<file path="src/rtl/fan_bt_cmd_rx.sv">
// fan_bt_cmd_rx: UART 8N1 receiver for the HC-06 Bluetooth link.
// Deframes bytes from RX and turns ASCII '0'..'5' into one-clock
// command pulses on blue_btn_l. The raw byte and the status strobes
// are also brought out for debug.
module fan_bt_cmd_rx #(
    parameter int CLK_HZ = 125_000_000,
    parameter int BAUD   = 9600
) (
    input  logic       clk,
    input  logic       reset_p,
    input  logic       RX,
    output logic [5:0] blue_btn_l,
    output logic [7:0] rx_data,
    output logic       rx_valid,
    output logic       frame_err
);

    localparam int CLKS_PER_BIT = CLK_HZ / BAUD;
    localparam int CNT_W        = (CLKS_PER_BIT > 1) ? $clog2(CLKS_PER_BIT) : 1;

    localparam logic [CNT_W-1:0] CNT_BIT_END  = CNT_W'(CLKS_PER_BIT - 1);
    localparam logic [CNT_W-1:0] CNT_HALF_END = CNT_W'(CLKS_PER_BIT / 2 - 1);

    typedef enum logic [2:0] {
        IDLE,
        START,
        DATA,
        STOP,
        CLEANUP
    } state_t;

    state_t           state;
    state_t           state_next;

    logic             rx_meta;
    logic             rx_s;
    logic             armed;
    logic [CNT_W-1:0] cnt;
    logic [2:0]       bit_idx;
    logic [7:0]       shreg;

    logic             cnt_clr;
    logic             shift_en;
    logic             stop_sample;
    logic             start_ok;
    logic [5:0]       cmd_onehot;

    // Two-flop synchronizer; presets to the idle (high) line level.
    always_ff @(posedge clk or posedge reset_p) begin
        if (reset_p) begin
            rx_meta <= 1'b1;
            rx_s    <= 1'b1;
        end else begin
            rx_meta <= RX;
            rx_s    <= rx_meta;
        end
    end

    // A new start bit is accepted only once the line has been seen high
    // after a frame, so a held-low line (break) does not re-trigger.
    always_ff @(posedge clk or posedge reset_p) begin
        if (reset_p) begin
            armed <= 1'b1;
        end else if (rx_s) begin
            armed <= 1'b1;
        end else if (state == CLEANUP) begin
            armed <= 1'b0;
        end
    end

    // FSM state register.
    always_ff @(posedge clk or posedge reset_p) begin
        if (reset_p) begin
            state <= IDLE;
        end else begin
            state <= state_next;
        end
    end

    // FSM next-state logic.
    always_comb begin
        state_next = state;
        case (state)
            IDLE: begin
                if (!rx_s && armed) begin
                    state_next = START;
                end
            end
            START: begin
                if (cnt == CNT_HALF_END) begin
                    state_next = rx_s ? IDLE : DATA;
                end
            end
            DATA: begin
                if ((cnt == CNT_BIT_END) && (bit_idx == 3'd7)) begin
                    state_next = STOP;
                end
            end
            STOP: begin
                if (cnt == CNT_BIT_END) begin
                    state_next = CLEANUP;
                end
            end
            CLEANUP: begin
                state_next = IDLE;
            end
            default: begin
                state_next = IDLE;
            end
        endcase
    end

    // FSM outputs: counter clear and bit-centre sampling enables.
    always_comb begin
        cnt_clr     = 1'b0;
        shift_en    = 1'b0;
        stop_sample = 1'b0;
        start_ok    = 1'b0;
        case (state)
            IDLE: begin
                cnt_clr = 1'b1;
            end
            START: begin
                if (cnt == CNT_HALF_END) begin
                    cnt_clr  = 1'b1;
                    start_ok = !rx_s;
                end
            end
            DATA: begin
                if (cnt == CNT_BIT_END) begin
                    cnt_clr  = 1'b1;
                    shift_en = 1'b1;
                end
            end
            STOP: begin
                if (cnt == CNT_BIT_END) begin
                    cnt_clr     = 1'b1;
                    stop_sample = 1'b1;
                end
            end
            CLEANUP: begin
                cnt_clr = 1'b1;
            end
            default: begin
                cnt_clr = 1'b1;
            end
        endcase
    end

    // Bit-period counter; the half-bit offset from START carries every
    // later sample to the bit centre.
    always_ff @(posedge clk or posedge reset_p) begin
        if (reset_p) begin
            cnt <= '0;
        end else if (cnt_clr) begin
            cnt <= '0;
        end else begin
            cnt <= cnt + 1'b1;
        end
    end

    // Data bit index and LSB-first shift register.
    always_ff @(posedge clk or posedge reset_p) begin
        if (reset_p) begin
            bit_idx <= '0;
            shreg   <= '0;
        end else begin
            if (start_ok) begin
                bit_idx <= '0;
            end else if (shift_en) begin
                bit_idx <= bit_idx + 3'd1;
            end
            if (shift_en) begin
                shreg <= {rx_s, shreg[7:1]};
            end
        end
    end

    // Command decode: 0x30..0x35 map to a single one-hot bit.
    always_comb begin
        cmd_onehot = '0;
        if ((shreg[7:3] == 5'b00110) && (shreg[2:0] <= 3'd5)) begin
            cmd_onehot = 6'b000001 << shreg[2:0];
        end
    end

    // Registered status strobes, captured byte and command pulses.
    always_ff @(posedge clk or posedge reset_p) begin
        if (reset_p) begin
            rx_data    <= '0;
            rx_valid   <= 1'b0;
            frame_err  <= 1'b0;
            blue_btn_l <= '0;
        end else begin
            rx_valid   <= 1'b0;
            frame_err  <= 1'b0;
            blue_btn_l <= '0;
            if (stop_sample) begin
                if (rx_s) begin
                    rx_data    <= shreg;
                    rx_valid   <= 1'b1;
                    blue_btn_l <= cmd_onehot;
                end else begin
                    frame_err <= 1'b1;
                end
            end
        end
    end

endmodule
</file>
<file path="config.mk">
export PLATFORM = sky130hd
export DESIGN_NAME = fan_bt_cmd_rx
export DESIGN_NICKNAME = d
export VERILOG_FILES = /design/src/rtl/fan_bt_cmd_rx.sv
export SDC_FILE = /design/constraint.sdc
export NUM_CORES = 1
export LEC_CHECK = 0
export CAP_MARGIN = 0
export CORE_UTILIZATION = 51
export DETAILED_ROUTE_END_ITERATION = 7
export HOLD_SLACK_MARGIN = 0.02
export PLACE_DENSITY_LB_ADDON = 0.2
export SLEW_MARGIN = 20
export SYNTH_ARGS = -nofsm -noshare
export SYNTH_HDL_FRONTEND = slang
export SYNTH_SLANG_ARGS = --single-unit
</file>
<file path="constraint.sdc">
create_clock -name clk -period 2.1 [get_ports clk]
set_clock_uncertainty 0.05 [all_clocks]
set_input_delay 0.21 -clock clk [delete_from_list [all_inputs] [get_ports clk]]
set_output_delay 0.21 -clock clk [all_outputs]
set_load 0.05 [all_outputs]
</file>
======== After elaboration in Yosys (flattened, before gate mapping) ========
Index checks and enable logic that the tools add are counted.
storage, ports and cells
  bits in registers ....................... 47
  latch bits .............................. 0
  memory bits (writable) .................. 0
  bits in read-only memories .............. 0
  output and inout bits ................... 16
  memories kept ........................... 0
cells by class
  $add $sub $neg .......................... 2
  multiply operators ...................... 0
  div/mod/pow operators ................... 0
  order comparisons ....................... 1
  equality and inequality tests ........... 12
  shift operators ......................... 1
  mux-type cells .......................... 25
  bitwise logic cells ..................... 0
  reductions and logical operators ........ 10
operators by type and width
  cell                                                                number
  3-bit 2-to-1 mux                                                    6
  6-bit 2-to-1 mux                                                    3
  14-bit by 1-bit adder with 14-bit output (second input constant)    1
  14-bit by 13-bit == test with 1-bit output (second input constant)  1
  14-bit == test (second input constant)                              1
  14-bit 2-to-1 mux                                                   1
  1-bit 2-to-1 mux                                                    12
  3-bit one-hot mux with 4 select lines                               1
  2-bit inequality test (second input constant)                       4
  3-bit by 2-bit == test with 1-bit output (second input constant)    2
  3-bit == test (second input constant)                               2
  1-bit by 3-bit left shift with 6-bit output (first input constant)  1
  5-bit by 3-bit == test with 1-bit output (second input constant)    1
  4-bit AND reduction                                                 1
  2-bit nonzero test                                                  2
  3-bit by 1-bit adder with 3-bit output (second input constant)      1
  3-bit by 1-bit == test with 1-bit output (second input constant)    1
  3-bit less-or-equal comparator (second input constant)              1
  1-bit logical AND                                                   3
  3-bit logical NOT                                                   1
  2-bit 2-to-1 mux                                                    1
  1-bit one-hot mux with 2 select lines                               1
  2-bit AND reduction                                                 1
  2-bit OR reduction                                                  1
  1-bit logical NOT                                                   1

======== Depth between registers and ports, before layout ========
Gate-level depths: netlist of the first run.
  word-level depth ........................ 5
  gate-level depth with buffers ........... 7
  mapped depth without buffers ............ 6

======== Least setup slack after synthesis of the first run ========
Ideal clock, no wire load.
  path kind ............................... flip-flop to flip-flop
  start point ............................. reg cnt[0]
  end point ............................... reg blue_btn_l[4]
  arrival time ............................ 1.876 ns
  required time ........................... 1.955 ns
  setup slack ............................. 0.079 ns
  cell stages (with the launch flop) ...... 7
  path buffers ............................ 1
  cells stage by stage .................... dfrtp_1 -> ha_1 -> and4_1 -> nand4_4 -> or4_1 -> buf_2 -> nor4b_2
on the way
  cells in the longest elaborated chain, start to end .. 4
RTL lines
  item                    line  source
  start, declared         38    logic [CNT_W-1:0] cnt;
  start signal, assigned  158   cnt <= cnt + 1'b1;
  14-bit == test          136   if (cnt == CNT_BIT_END) begin
  1-bit 2-to-1 mux        136
  1-bit 2-to-1 mux        119   case (state)
  6-bit 2-to-1 mux        198   if (stop_sample) begin
  end signal, assigned    202   blue_btn_l <= cmd_onehot;
  end, declared           12    output logic [5:0] blue_btn_l,
No other way between the ends.
A chain may end at the register's enable or synchronous reset.

======== Worst setup path after layout of the first run ========
  start point ............................. reg cnt[1]
  end point ............................... reg blue_btn_l[4]
Same word-level chain as after synthesis.

==> results of run 1 <==
-- through the flow --
stage	cells	hold WS, ns	total power (W)	area (um2)	util
final	267	0.1947	0.002021	2576	0.6394
after CTS	267	0.2123	0.002037	2572	0.6385
after global routing	267	0.2553	0.002143	2576	0.6394
after detailed placement	259	0.3010	0.001462	2474	0.6140
after global placement	259	0.2954	0.001436	2474	0.6140
after floorplan	186	0.1645	0.001314	2160	-
-- flip-flops by register name, indices dropped and copies added, names as in the netlist --
signal / flops
rx_data: 8
state: 3
armed: 1
cnt: 14
bit_idx: 3
rx_s: 1
rx_valid: 1
shreg: 8
frame_err: 1
rx_meta: 1
blue_btn_l: 6
-- path summary, 6_finish.rpt --
check	from	end	slack [ns]
setup / recovery	cnt[1]	blue_btn_l[4]	0.14
hold / removal	reset_p	cnt[6]	0.19
setup reg to reg	cnt[1]	blue_btn_l[4]	0.14
hold reg to reg	rx_meta	rx_s	0.31
max in group asynchronous	reset_p	state[0]	1.27
min in group clk	RX	rx_meta	0.26
-- power by group --
part           leakage (nW)  switching (W)  total [W]  internal, W
sequential            0.639      0.0000670    0.00103     0.000962
clock                0.0474       0.000309   0.000578     0.000269
combinational         0.422       0.000234   0.000413     0.000179
-- repair_timing --
action | CTS | global route
resized for setup | 0 | 1
hold buffers | 0 | 0
setup endpoints to repair | 0 | 5
-- cell usage in the layout (no fill, tap or decap), types with 2 or more instances in the layout --
cell                               n
sky130_fd_sc_hd__xnor2_1           8
sky130_fd_sc_hd__dfstp_2           3
sky130_fd_sc_hd__nor2b_1           2
sky130_fd_sc_hd__mux2_2           14
sky130_fd_sc_hd__nand2b_1          2
sky130_fd_sc_hd__nand3b_1          2
sky130_fd_sc_hd__and2_1            2
sky130_fd_sc_hd__nor4_1            2
sky130_fd_sc_hd__nor3_1            5
sky130_fd_sc_hd__buf_4            11
sky130_fd_sc_hd__nand2_1           7
sky130_fd_sc_hd__nor2_1           20
sky130_fd_sc_hd__inv_1             4
sky130_fd_sc_hd__nor3b_1           3
sky130_fd_sc_hd__dfrtp_1          44
sky130_fd_sc_hd__xor2_1            4
sky130_fd_sc_hd__ha_1              4
sky130_fd_sc_hd__nor4bb_1          2
sky130_fd_sc_hd__and4_1            2
sky130_fd_sc_hd__nand4_1           6
sky130_fd_sc_hd__nor4b_2           3
sky130_fd_sc_hd__clkbuf_8          6
sky130_fd_sc_hd__clkdlybuf4s50_1  18
sky130_fd_sc_hd__nand3_1          10
sky130_fd_sc_hd__a21oi_1           5
sky130_fd_sc_hd__a22oi_1           2
sky130_fd_sc_hd__o21ai_0           6
-- cells by family (layout without fill, tap and decap cells) --
| family | count (synthesis) | in the layout | synth area share |
|---|---|---|---|
| AO/OA/AOI/OAI | 17 | 17 | 0.04693 |
| XOR/XNOR | 12 | 12 | 0.04867 |
| adder cells (fa/ha/maj) | 4 | 4 | 0.02318 |
| buffers and inverters | 12 | 43 | 0.02318 |
| flip-flops | 47 | 47 | 0.5464 |
| multiplexers | 15 | 15 | 0.07821 |
| AND/OR/NAND/NOR | 79 | 79 | 0.2335 |
-- final cells by class --
class                   instances  area (um2)  share of cell area
clock buffers                   6       82.58             0.03205
repair buffers                 30       282.8              0.1098
well taps                      50       62.56             0.02428
clock inverters                 2       16.27            0.006314
flip-flops and latches         47        1180              0.4580
multi-input cells             127       933.4              0.3623
inverters                       5       18.77            0.007285
-- per-layer routing --
metal,vias up,track usage,part of all wire,routed length (um)
li1,722,-,-,-
met1,749,0.2596,0.44,1767
met2,37,0.3350,0.50,2018
met3,11,0.05479,0.038,152
met4,0,0.1117,0.024,97
met5,-,0,0,0
-- worst max-delay path: cells and delay by family (launching register included) --
kind | cells | cell delay [ns]
adder cells (fa/ha/maj) | 1 | 0.20
flip-flops | 1 | 0.41
AND/OR/NAND/NOR | 4 | 1.21
==> out/results.txt, run 1 <==
Result of the run - finished clean
CTS root buffer - sky130_fd_sc_hd__clkbuf_8
1st-iter DRT viols - 144
Synth top area cells - sky130_fd_sc_hd__dfrtp_1 51%, sky130_fd_sc_hd__mux2_2 7.3%, sky130_fd_sc_hd__dfstp_2 3.7%
Stage delay of the slowest cell on the critical path - 0.58 ns
Slowest stage cell, crit path - sky130_fd_sc_hd__or4_4
Leading cell type by number of instances after synthesis - sky130_fd_sc_hd__dfrtp_1
Setup violations, final - 0
Unrepaired setup endpoints after global routing - false
Worst Path Class, Setup - reg2reg
Critical path startpoint category - flop
Netlist Area Pre-Place - 2160 um2
Cell type with the highest aggregate area in the netlist - sky130_fd_sc_hd__dfrtp_1
# IOs - 19
Leakage component of the power - 1.108 nW
Clock-pin slew on the worst setup and hold paths - 0.09 ns
Worst supply voltage drop on vdd - 0.4420 mV
Final Critical Period - 1.964 ns
Final hold violation count - 0
Count of max-cap constraint violations - 0
All-layer global routing usage - 0.2109
Final-stage net count - 223
Number of synthesis warnings - 0
Number of distinct library cells after synthesis - 43
Placement Setup Slack - 0.04289 ns
Iteration count of the initial detailed-routing pass - 4
Req. time, crit path - 2.26 ns
Detailed-route vias per instance - 5.689
Initial Utilization - 0.5360
Register-to-Register Path Depth - 5
Gate Count Post-Synth - 186
Max clock buf depth - 2
First-pass GRT wire length - 6969 um
Grt total ovfl - 0
TritonCTS clock tree - done
Total negative slack for setup checks - 0 ns
Detailed-route DRC error count - 0
Routed wirelength normalized by instance count - 15.12 um
Critical path peak fanout - 6
Antenna violations before repair - 0
Antenna diodes - 0
Ys async rst share - 1.000
Final WL - 4036 um
Post-Synthesis Net Count - 193
Mean Syn Cell Area - 11.61 um2
Crit end category - flop
Clk Latency, worst-skew pair - 0.30 ns
Largest net degree at the start of global routing - 29
Layout overhead on the synthesized area - 19.29%
Area of the core - 4029 um2
Fraction of layout instances using a drive strength above 1 - 0.2120
Number of storage elements in the synthesis netlist - 47
Areal power density over the cells - 784.4 nW/um2
WP data arrival - 2.13 ns
Worst path cell trace - ha_1 > and4_1 > nand4_4 > or4_4 > nor4b_2
Die height - 67.07 um
Worst-Margin Slew - 0.7483 ns
Yosys top cell area share - 0.5098
Filler Cell Count - 313
Number of clock sinks - 47
Global placement routability congestion - 0.9387
Number of enable flip-flop cells after synthesis - 0
Primary flip-flop cell chosen by synthesis mapping - sky130_fd_sc_hd__dfrtp_1
Max Clock Freq - 509.1 MHz
Final Worst Setup Slack - 0.1357 ns
Antenna Nets Post-Route - 0
Post-synth top cells - 44 x sky130_fd_sc_hd__dfrtp_1, 20 x sky130_fd_sc_hd__nor2_1, 14 x sky130_fd_sc_hd__mux2_2
Portion of the clock cycle consumed by the worst path in the final layout - 0.9354
Share of synthesized area occupied by flip-flops and latches - 0.5463
Postcts setup bufs - 0
Kind of path behind the tightest hold check - in2async
Dpl hpwl - 2931 um
Relative max-transition margin - 0.4981
Total count of max-transition violations in the final report - 0
Total CTS buffers - 5
Horizontal extent of the die - 67.07 um
Row count - 23
H-tree levels - 2
Count of port buffers added during placement - 18
Area of the die - 4498 um2
Number of global-route vias before repair - 1538
Vias after detailed routing - 1519
Power figures use the tool's default switching activity.
==> run 2, diff against run 1 <==
- CORE_UTILIZATION: 51 -> 40
==> run 2 against run 1 <==
Compared with the run above: routed wire length rose by 3.0%; register-to-register slack about the same; first-iteration DRC count fell by 30%; sequential cell count unchanged; fmax rose by 0.63%; critical path type unchanged; sequential power is essentially flat.
==> out/results.txt, run 2 (synthesized netlist as in run 1, its figures left out) <==
Worst Path Class, Setup - reg2reg
Total CTS buffers - 5 (unchanged)
Largest net degree at the start of global routing - 28 (-3.4%)
Detailed-route vias per instance - 5.166 (-9.2%)
Number of clock sinks - 47 (unchanged)
Postcts setup bufs - 0 (unchanged)
WP data arrival - 2.14 ns (about the same)
Antenna violations before repair - 0 (unchanged)
Flop2flop setup slack - 0.15 ns (about the same)
Critical path startpoint category - flop
Initial Utilization - 0.4202 (-0.1159)
Final hold violation count - 0 (unchanged)
Layout overhead on the synthesized area - 23.41%
Global placement routability congestion - 0.9126 (-2.8%)
Hold slack - 0.1784 ns (-0.01630 ns)
Req. time, crit path - 2.29 ns (+0.03 ns)
Cell Area, Placed - 2514 um2 (+1.6%)
Relative max-transition margin - 0.6590 (+0.1609)
Area of the core - 5140 um2 (+28%)
Max clock buf depth - 2 (unchanged)
Clk Latency, worst-skew pair - 0.30 ns (about the same)
1st-iter DRT viols - 101 (-30%)
Kind of path behind the tightest hold check - in2async
Die height - 75.48 um (+13%)
Routed wirelength normalized by instance count - 14.38 um (-4.9%)
Startpoint of the most critical register-to-register path - cnt[1]
Grt total ovfl - 0 (unchanged)
Row count - 26 (+13%)
Fraction of layout instances using a drive strength above 1 - 0.2466 (+0.03459)
Crit end category - flop
All-layer global routing usage - 0.1674 (-0.04350)
Terminus of the critical flop-to-flop path - blue_btn_l[3]
Worst supply voltage drop on vdd - 0.4160 mV (-5.9%)
Leakage component of the power - 1.135 nW (+2.4%)
Final Critical Period - 1.952 ns (-0.01233 ns)
Areal power density over the cells - 824.8 nW/um2 (+5.2%)
Max Clock Freq - 512.3 MHz (+0.63%)
Most frequent standard cell in the layout excluding fill and tap cells - sky130_fd_sc_hd__dfrtp_1
Horizontal extent of the die - 75.48 um (+13%)
Max reg flops - 14 (unchanged)
Regs by FF count - cnt: 14 flops, rx_data: 8 flops, shreg: 8 flops
Setup violations, final - 0 (unchanged)
Critical path peak fanout - 6 (unchanged)
M1 WL - 1844 um (+4.4%)
DR WL met2 - 2116 um (+4.9%)
Number of global-route vias before repair - 1574 (+2.3%)
Register-to-Register Path Depth - 5 (unchanged)
Antenna Nets Post-Route - 0 (unchanged)
Post-route cell area - 2665 um2 (+3.4%)
CTS root buffer - sky130_fd_sc_hd__clkbuf_8
H-tree levels - 2 (unchanged)
Number of standard cells in the layout, taps in and fillers out - 289 (+8.2%)
Vias after detailed routing - 1493 (-1.7%)
Total negative slack for setup checks - 0 ns (unchanged)
Result of the run - finished clean
Top layer in use - met4
Antenna diodes - 0 (unchanged)
Worst-Margin Slew - 0.5099 ns (-0.2383 ns)
Count of max-cap constraint violations - 0 (unchanged)
End-of-flow core utilization - 0.5185 (-0.1209)
Final-stage net count - 225 (+0.90%)
Final WL - 4156 um (+3.0%)
Count of port buffers added during placement - 18 (unchanged)
# IOs - 19 (unchanged)
Total count of max-transition violations in the final report - 0 (unchanged)
Area of the die - 5696 um2 (+27%)
Portion of the clock cycle consumed by the worst path in the final layout - 0.9295 (-0.005870)
First-pass GRT wire length - 7100 um (+1.9%)
Clock-pin slew on the worst setup and hold paths - 0.09 ns (about the same)
Dpl hpwl - 3034 um (+3.5%)
TritonCTS clock tree - done
Iteration count of the initial detailed-routing pass - 4 (unchanged)
Register ranked first by flip-flop count - cnt
Detailed-route DRC error count - 0 (unchanged)
Total length of routed met3 wires - 136 um (-11%)
Most frequent cells in the layout - 43 x sky130_fd_sc_hd__dfrtp_1, 20 x sky130_fd_sc_hd__nor2_1, 18 x sky130_fd_sc_hd__clkdlybuf4s50_1
First element of the critical path - cnt[1]
Dpl cells - 281 (+8.5%)
==> run 2: worst max-delay path by stage <==
stage	endpoint	slack [ns]
5_1_grt	cnt[10]	-0.0008
3_3_place_gp	blue_btn_l[3]	0.13
3_5_place_dp	blue_btn_l[1]	0.04
2_1_floorplan	blue_btn_l[4]	0.08
4_1_cts	blue_btn_l[1]	0.02
6_report	blue_btn_l[3]	0.15
==> run 2: worst max-delay path: stages (launching register included) <==
cell	delay [ns]
sky130_fd_sc_hd__dfrtp_1	0.41
sky130_fd_sc_hd__ha_2	0.20
sky130_fd_sc_hd__and4_1	0.24
sky130_fd_sc_hd__nand4_4	0.10
sky130_fd_sc_hd__or4_4	0.60
sky130_fd_sc_hd__and4bb_1	0.30
==> run 2: per-stage QoR <==
| stage | setup slack, ns | total power (W) |
|---|---|---|
| 6_report | 0.1481 | 0.002198 |
| 3_5_place_dp | 0.04382 | 0.001485 |
| 3_3_place_gp | 0.1334 | 0.001468 |
| 5_1_grt | -0.0008116 | 0.002313 |
| 2_1_floorplan | 0.07866 | 0.001314 |
| 4_1_cts | 0.02348 | 0.002193 |
==> run 2: cell type report <==
cell class	instances	area, um2
Fill cell	495	2475
Sequential cell	47	1181
Multi-Input combinational cell	127	958.4
Timing Repair Buffer	32	297.8
Tap cell	70	87.58
Clock buffer	6	82.58
Clock inverter	2	38.79
Inverter	5	18.77
==> run 2: repair_timing <==
action	4_1_cts	5_1_grt
hold endpoints to repair	0	0
endpoints found under the setup margin	0	22
resized for setup	0	8
hold buffers	0	0
==> run 2: where the power goes <==
| group | internal, W | switching, W |
|---|---|---|
| registers | 0.000963 | 0.0000457 |
| clock network | 0.000392 | 0.000308 |
| logic | 0.000212 | 0.000279 |
==> run 2: per-layer routing <==
metal,global-route usage,up-vias
met1,0.2137,737
met4,0.09259,0
li1,-,726
met5,0,-
met3,0.04365,6
met2,0.2599,24
